--- config.mk ---
export PLATFORM = sky130hd
export DESIGN_NAME = mem_port_arbiter
export DESIGN_NICKNAME = d
export VERILOG_FILES = /design/src/rtl/mem_arb_pkg.sv /design/src/rtl/mem_arb_timer.sv /design/src/rtl/mem_port_arbiter.sv
export SDC_FILE = /design/constraint.sdc
export NUM_CORES = 1
export LEC_CHECK = 0
export BUFFER_PORTS_ARGS = -buffer_cell sky130_fd_sc_hd__buf_4
export CORE_AREA = 2 2 138 140
export CTS_CLUSTER_SIZE = 24
export DETAILED_ROUTE_END_ITERATION = 10
export DIE_AREA = 0 0 140 142
export PLACE_DENSITY = 0.64
export SLEW_MARGIN = 15
export SYNTH_ARGS = -nofsm -noshare
export SYNTH_HDL_FRONTEND = slang
export SYNTH_HIERARCHICAL = 1
export SYNTH_SLANG_ARGS = --single-unit
export TNS_END_PERCENT = 5
--- constraint.sdc ---
create_clock -name clk -period 2.35 [get_ports clk]
set_input_delay 0.1175 -clock clk [delete_from_list [all_inputs] [get_ports clk]]
set_output_delay 0.1175 -clock clk [all_outputs]
set_load 0.1 [all_outputs]
--- src/rtl/mem_arb_pkg.sv ---
// Shared types and constants for the unified memory-port arbiter.
package mem_arb_pkg;

  localparam int MEM_ADDR_W = 16;
  localparam int MEM_DATA_W = 32;

  localparam logic RW_READ  = 1'b0;
  localparam logic RW_WRITE = 1'b1;

  typedef enum logic [1:0] {
    IDLE,
    ACCESS,
    DONE
  } state_e;

  typedef enum logic {
    GNT_IF,
    GNT_DM
  } grant_e;

endpackage

--- src/rtl/mem_arb_timer.sv ---
// Access watchdog: 8-bit clear/increment counter; tc flags the last allowed ACCESS cycle.
module mem_arb_timer #(
  parameter int TIMEOUT_CYC = 255
) (
  input  logic clk,
  input  logic reset,
  input  logic clr,
  input  logic inc,
  output logic tc
);

  // Count holds the number of ACCESS cycles already finished, so the
  // TIMEOUT_CYC-th cycle is the one where count == TIMEOUT_CYC-1.
  localparam logic [7:0] TERM = 8'(TIMEOUT_CYC - 1);

  logic [7:0] cnt_d, cnt_q;

  // NOTE: every signal written in always_comb gets a default first so no latch is inferred.
  always_comb begin
    cnt_d = cnt_q;
    if (clr) begin
      cnt_d = 8'd0;
    end else if (inc) begin
      cnt_d = cnt_q + 8'd1;
    end
  end

  // NOTE: state registers use non-blocking assignments so all flops update together.
  always_ff @(posedge clk or negedge reset) begin
    if (!reset) begin
      cnt_q <= 8'd0;
    end else begin
      cnt_q <= cnt_d;
    end
  end

  assign tc = (cnt_q == TERM);

endmodule

--- src/rtl/mem_port_arbiter.sv ---
// Arbitrates the single memory port between instruction fetch and data access.
// Define MEM_ARB_RR_EN for round-robin tie breaking; otherwise DM wins ties.
module mem_port_arbiter
  import mem_arb_pkg::*;
#(
  parameter int ADDR_W      = MEM_ADDR_W,
  parameter int DATA_W      = MEM_DATA_W,
  parameter int TIMEOUT_CYC = 255
) (
  input  logic              clk,
  input  logic              reset,
  input  logic              if_req,
  input  logic [ADDR_W-1:0] if_addr,
  output logic              if_ack,
  output logic [DATA_W-1:0] if_rdata,
  input  logic              dm_req,
  input  logic              dm_rw,
  input  logic [ADDR_W-1:0] dm_addr,
  input  logic [DATA_W-1:0] dm_wdata,
  output logic              dm_ack,
  output logic [DATA_W-1:0] dm_rdata,
  output logic              err_out,
  output logic              mem_en,
  output logic              mem_rw_out,
  output logic [ADDR_W-1:0] mem_address_out,
  output logic [DATA_W-1:0] mem_data_out,
  input  logic [DATA_W-1:0] mem_data_in,
  input  logic              mem_ready
);

  state_e            state_d, state_q;
  grant_e            gnt_d, gnt_q;
  grant_e            winner;
  logic              if_ack_d, if_ack_q;
  logic              dm_ack_d, dm_ack_q;
  logic              err_d, err_q;
  logic              mem_en_d, mem_en_q;
  logic              mem_rw_d, mem_rw_q;
  logic [ADDR_W-1:0] mem_addr_d, mem_addr_q;
  logic [DATA_W-1:0] mem_wdata_d, mem_wdata_q;
  logic [DATA_W-1:0] if_rdata_d, if_rdata_q;
  logic [DATA_W-1:0] dm_rdata_d, dm_rdata_q;
  logic              timeout;

`ifdef MEM_ARB_RR_EN
  grant_e            last_d, last_q;
`endif

  mem_arb_timer #(
    .TIMEOUT_CYC(TIMEOUT_CYC)
  ) u_timer (
    .clk  (clk),
    .reset(reset),
    .clr  (state_q != ACCESS),
    .inc  (state_q == ACCESS),
    .tc   (timeout)
  );

  always_comb begin
    winner = dm_req ? GNT_DM : GNT_IF;
`ifdef MEM_ARB_RR_EN
    if (if_req && dm_req) begin
      winner = (last_q == GNT_DM) ? GNT_IF : GNT_DM;
    end
`endif
  end

  always_comb begin
    state_d     = state_q;
    gnt_d       = gnt_q;
    if_ack_d    = 1'b0;
    dm_ack_d    = 1'b0;
    err_d       = 1'b0;
    mem_en_d    = mem_en_q;
    mem_rw_d    = mem_rw_q;
    mem_addr_d  = mem_addr_q;
    mem_wdata_d = mem_wdata_q;
    if_rdata_d  = if_rdata_q;
    dm_rdata_d  = dm_rdata_q;
`ifdef MEM_ARB_RR_EN
    last_d      = last_q;
`endif

    unique case (state_q)
      IDLE: begin
        if (if_req || dm_req) begin
          gnt_d    = winner;
          mem_en_d = 1'b1;
          state_d  = ACCESS;
`ifdef MEM_ARB_RR_EN
          last_d   = winner;
`endif
          if (winner == GNT_DM) begin
            mem_rw_d    = dm_rw;
            mem_addr_d  = dm_addr;
            mem_wdata_d = dm_wdata;
          end else begin
            mem_rw_d   = RW_READ;
            mem_addr_d = if_addr;
          end
        end
      end

      ACCESS: begin
        // mem_ready is checked first so a completion on the watchdog's last cycle still succeeds.
        if (mem_ready || timeout) begin
          mem_en_d = 1'b0;
          err_d    = !mem_ready;
          state_d  = DONE;
          if (gnt_q == GNT_DM) begin
            dm_ack_d = 1'b1;
            if (mem_rw_q == RW_READ) begin
              dm_rdata_d = mem_ready ? mem_data_in : '0;
            end
          end else begin
            if_ack_d   = 1'b1;
            if_rdata_d = mem_ready ? mem_data_in : '0;
          end
        end
      end

      DONE: state_d = IDLE;

      default: state_d = IDLE;
    endcase
  end

  always_ff @(posedge clk or negedge reset) begin
    if (!reset) begin
      state_q     <= IDLE;
      gnt_q       <= GNT_IF;
      if_ack_q    <= 1'b0;
      dm_ack_q    <= 1'b0;
      err_q       <= 1'b0;
      mem_en_q    <= 1'b0;
      mem_rw_q    <= RW_READ;
      mem_addr_q  <= '0;
      mem_wdata_q <= '0;
      if_rdata_q  <= '0;
      dm_rdata_q  <= '0;
`ifdef MEM_ARB_RR_EN
      last_q      <= GNT_IF;
`endif
    end else begin
      state_q     <= state_d;
      gnt_q       <= gnt_d;
      if_ack_q    <= if_ack_d;
      dm_ack_q    <= dm_ack_d;
      err_q       <= err_d;
      mem_en_q    <= mem_en_d;
      mem_rw_q    <= mem_rw_d;
      mem_addr_q  <= mem_addr_d;
      mem_wdata_q <= mem_wdata_d;
      if_rdata_q  <= if_rdata_d;
      dm_rdata_q  <= dm_rdata_d;
`ifdef MEM_ARB_RR_EN
      last_q      <= last_d;
`endif
    end
  end

  assign if_ack          = if_ack_q;
  assign if_rdata        = if_rdata_q;
  assign dm_ack          = dm_ack_q;
  assign dm_rdata        = dm_rdata_q;
  assign err_out         = err_q;
  assign mem_en          = mem_en_q;
  assign mem_rw_out      = mem_rw_q;
  assign mem_address_out = mem_addr_q;
  assign mem_data_out    = mem_wdata_q;

endmodule
### Word level (Yosys, flattened, before mapping)

Index checks and enable logic that the tools add are counted.
W data, S select, Z words.

| word-level totals | value |
|---|---|
| flip-flop bits (word level) | 128 |
| input bits | 102 |
| output and inout bits | 117 |
| logic and storage cells | 52 |

| operators by class | value |
|---|---|
| $add $sub $neg | 1 |
| equal/unequal tests | 5 |
| multiplexer cells | 20 |
| bitwise logic cells | 2 |
| reduce and logical (&&, ||, !) cells | 12 |

Operator list:

| cell | number |
|---|---|
| $mux W32 | 1 |
| $mux W16 | 1 |
| $mux W8 | 2 |
| $mux W1 | 12 |
| $reduce_and A3 Y1 | 3 |
| $add A8 B1 Y8 const B | 1 |
| $eq A8 B8 Y1 const B | 1 |
| $mux W2 | 2 |
| $ne A2 B2 Y1 const B | 2 |
| $pmux W2 S2 | 1 |
| $reduce_and A2 Y1 | 2 |
| $reduce_and A4 Y1 | 1 |
| $reduce_bool A2 Y1 | 2 |
| $eq A2 B1 Y1 const B | 1 |
| $logic_not A2 Y1 | 1 |
| $logic_or A1 B1 Y1 | 2 |
| $ne A2 B1 Y1 const B | 1 |
| $not A1 Y1 | 2 |
| $pmux W1 S2 | 1 |
| $logic_not A1 Y1 | 1 |

### Longest topological paths before layout

| depth | value |
|---|---|
| word-level depth | 4 |
| gate-level depth with buffers | 8 |
| gate-level depth less buffers | 7 |

### Cells and area by module

The synthesis kept the hierarchy.

By module, submodules not included:

| module | times used | cells an instance | area an instance (um^2) | sequential area each (um^2) |
|---|---|---|---|---|
| mem_port_arbiter | 1 | 316 | 5004.8 | 3002.9 |
| mem_arb_timer | 1 | 41 | 410.4 | 200.2 |

### Worst setup path before layout

Ideal clock, no wire load.

| timing path | value |
|---|---|
| kind | register -> register |
| start point | register mem_rw_q, in the netlist mem_rw_out |
| end point | register dm_rdata_q[10], in the netlist dm_rdata[10] |
| setup time | 0.126 ns |
| data arrival time | 1.824 ns |
| setup slack | 0.400 ns |
| cell stages (with the launch flop) | 4 |
| path through | dfrtp_1 > nor4b_4 > buf_6 > mux2_4 |

| on the way | value |
|---|---|
| word-level cells in the longest chain between the ends | 2 |

RTL lines:

| item | RTL line | text |
|---|---|---|
| start: declaration | mem_port_arbiter.sv:38 | `logic mem_rw_d, mem_rw_q;` |
| start signal: assignment | mem_port_arbiter.sv:151 | `mem_rw_q <= mem_rw_d;` |
| $not A1 Y1 (no source line) | -- |  |
| $reduce_and A4 Y1 (no source line) | -- |  |
| end signal: assignment | mem_port_arbiter.sv:155 | `dm_rdata_q <= dm_rdata_d;` |
| end: declaration | mem_port_arbiter.sv:42 | `logic [DATA_W-1:0] dm_rdata_d, dm_rdata_q;` |

No other way between the ends.
A chain may end at the register's enable or synchronous reset.

### Final worst setup path

| timing path | value |
|---|---|
| start point | register u_timer.cnt_q[0] |
| end point | register dm_rdata_q[31], in the netlist dm_rdata[31] |

| on the way | value |
|---|---|
| word-level cells in the longest chain between the ends | 3 |

RTL lines:

| item | RTL line | text |
|---|---|---|
| start: declaration | mem_arb_timer.sv:16 | `logic [7:0] cnt_d, cnt_q;` |
| start signal: assignment | mem_arb_timer.sv:33 | `cnt_q <= cnt_d;` |
| $eq A8 B8 Y1 | mem_arb_timer.sv:37 | `assign tc = (cnt_q == TERM);` |
| net timeout | mem_port_arbiter.sv:43 | `logic timeout;` |
| $logic_or A1 B1 Y1 | mem_port_arbiter.sv:106 | `if (mem_ready \|\| timeout) begin` |
| $reduce_and A4 Y1 (no source line) | -- |  |

The timed path passes the listed nets, and every way through them passes these cells.

==> run metrics <==
Post-CTS Setup Inserts 0; Vias per Instance about 4.4; Worst EP arrival roughly 2.4 ns; cell chosen for the clock root clkbuf_16; Netlist Area Pre-Place roughly 0.0054 mm²; Synth area leaders dfrtp_1, mux2_2, mux2_4; clock latency at the later pin of the worst-skew pair 0.41 ns; Max Fclk ~0.47 GHz; Distinct cells, synth 30; DR vias between 3k and 4k; TritonCTS clock tree done; Starting Density 0.293; row count 50; crit path from u_timer/cnt_q[0]; ys async rst share 1.00; crit-path max FO 32; Die Height 142 µm; share of cells above drive strength 1 0.610; Cells on Worst Hold Path 3; met2 usage 0.235; post-route ant nets 0; final std cells w/o fill 862; Worst R2R End dm_rdata[31]; class of the most critical hold timing path input port to register; pin count of the biggest net entering global routing between 60 and 70; Area Overhead vs Synth 52.3%; die width about 140 µm; first-pass GRT wire length 21.9 mm; CTS Buf Count 17; Final nets 719; clk sinks approximately 130; DR iter-0 viols around 170; Worst Tran Pin Value roughly 0.58 ns; Ports roughly 220; R2R depth 8; Worst EP required 2.64 ns; crit path capture type register; met1 usage 0.167; HP Start if_addr[10]; met3 GRT Util 0.0511; max_slew headroom 0.612; most used routing layer met2; final period utilization 0.913; Post-synth EDFFs 0; ANT cells 0; Synth area leader dfrtp_1; RSZ-0062 raised after global routing no; failing checks DRC; Top FF cell, synth dfrtp_1; cells after synthesis around 360; Yosys reg bits about 130; H-tree levels 4; min cycle time layout roughly 2.1 ns; Final GP Congestion around 0.74; Clock Path Buffers 2; Fin. Hold Viols 0; Port-buffer cells 218; kind of critical path register to register; GRT Total Usage 0.141; initial antenna violation count 0; Die ar. 0.0199 mm²; post-synthesis average cell area about 15 µm²; Reg clk slew, reported paths 0.06 ns; register area share after synthesis 0.591; DRC 12; Core Util, Final 0.447; WL/cell between 15 and 20 µm; HPWL Detailed 9.29 mm; WL final about 14 mm; hold endpoint mem_address_out[10]; status finished, violations left; vias in the first global route around 4.3k; endpoints failing setup 0; cts repair resizes 0; crit start category register; First-pass DRT Iterations 9; Cells after DPL 795; post-synth top area share 0.591; max_cap viols 0; register-to-register setup slack 0.20 ns; GRT Residual Overflow 0; clk_skew 0.00654 ns; reg2reg start u_timer/cnt_q[0]; core footprint around 0.018 mm²; Setup TNS Final 0 ns; syn_nets about 460; Pins Over Slew Limit 0; Yosys warning total 6
## cell usage in the layout, fill, tap and decap left out, types with 2 or more instances in the layout
cell type and count:
a21o_1 2, a21oi_1 3, and2_1 34, buf_12 3, buf_4 221, bufinv_16 3
clkbuf_1 4, clkbuf_16 17, clkinv_2 3, clkinvlp_4 3, dfrtp_1 128, dlygate4sd3_1 35
ha_1 2, inv_1 2, mux2_2 97, mux2_4 30, nand2_1 4, nand3_1 3
nand4_1 2, nor2_1 9, o21ai_0 5, or3_1 3, xor2_1 3
## timing repair
action | CTS | global route
endpoints found under the hold margin | 63 | 0
setup endpoints to repair | 0 | 0
hold buffers | 35 | 0
## cell type report
cell class / instances / area [µm²]
fillers: 1641 / 10200
flip-flops and latches: 128 / 3200
multi-input cells: 207 / 2080
repair buffers: 259 / 2070
clock buffers: 22 / 454
well taps: 234 / 293
clock inverters: 10 / 136
inverters: 2 / 7.51
## kinds of logic (layout without fill, tap and decap cells)
family                   count (synthesis)  count (layout)  share of synthesized area
multiplexers                           128             128                      0.287
XOR/XNOR                                 4               4                    0.00647
AND/OR/NAND/NOR                         60              60                     0.0721
buffers and inverters                   22             293                     0.0238
AO/OA/AOI/OAI                           13              13                     0.0146
flip-flops                             128             128                      0.591
adder cells (fa/ha/maj)                  2               2                    0.00462
## worst max-delay path by stage
stage                        end  cells past startpoint
global placement     dm_rdata[0]                      8
CTS                 dm_rdata[31]                      8
floorplan           dm_rdata[10]                      3
detailed placement  dm_rdata[31]                      8
finish              dm_rdata[31]                      8
global route         dm_rdata[0]                      8
## Yosys cell counts (2+ instances only)
library cell / n
nand4_1: 2
xor2_1: 3
nand2_1: 4
clkbuf_1: 4
a21oi_1: 3
mux2_2: 97
or3_1: 3
buf_2: 10
nor2_1: 9
and2_1: 34
a21o_1: 2
dfrtp_1: 128
nand3_1: 3
o21ai_0: 5
inv_1: 2
mux2_4: 30
ha_1: 2
buf_6: 4
## flip-flops by register name (all words and copies together), names as in the netlist
register         flops
dm_ack               1
dm_rdata            32
err_out              1
gnt_q                1
if_ack               1
if_rdata            32
mem_address_out     16
mem_data_out        32
mem_en               1
mem_rw_out           1
state_q              2
u_timer/cnt_q        8
## critical path, cell delays in order, from the launching register on
cell	delay [ns]
dfrtp_1	0.44
inv_1	0.08
ha_1	0.14
nand3_1	0.07
nor2_1	0.13
nor2_1	0.15
nor4b_4	0.32
buf_12	0.28
mux2_2	0.37
## through the flow
stage	hold WS [ns]	instance area, µm²	setup slack [ns]
after floorplan	-0.178	5420	0.400
after global placement	0.0726	7310	0.288
after detailed placement	0.0847	7310	0.246
after CTS	0.0421	8250	0.210
after global routing	0.0458	8250	0.0755
final	0.0663	8250	0.204
## routing by layer
layer / wire [µm] / vias to the layer above
met5: 0 / -
met2: 6820 / 161
met1: 5460 / 1870
met4: 284 / 0
met3: 1000 / 19
li1: - / 1754
Power is not shown: default switching activity piles up to over one toggle a cycle in this logic, so the estimate is an artifact.
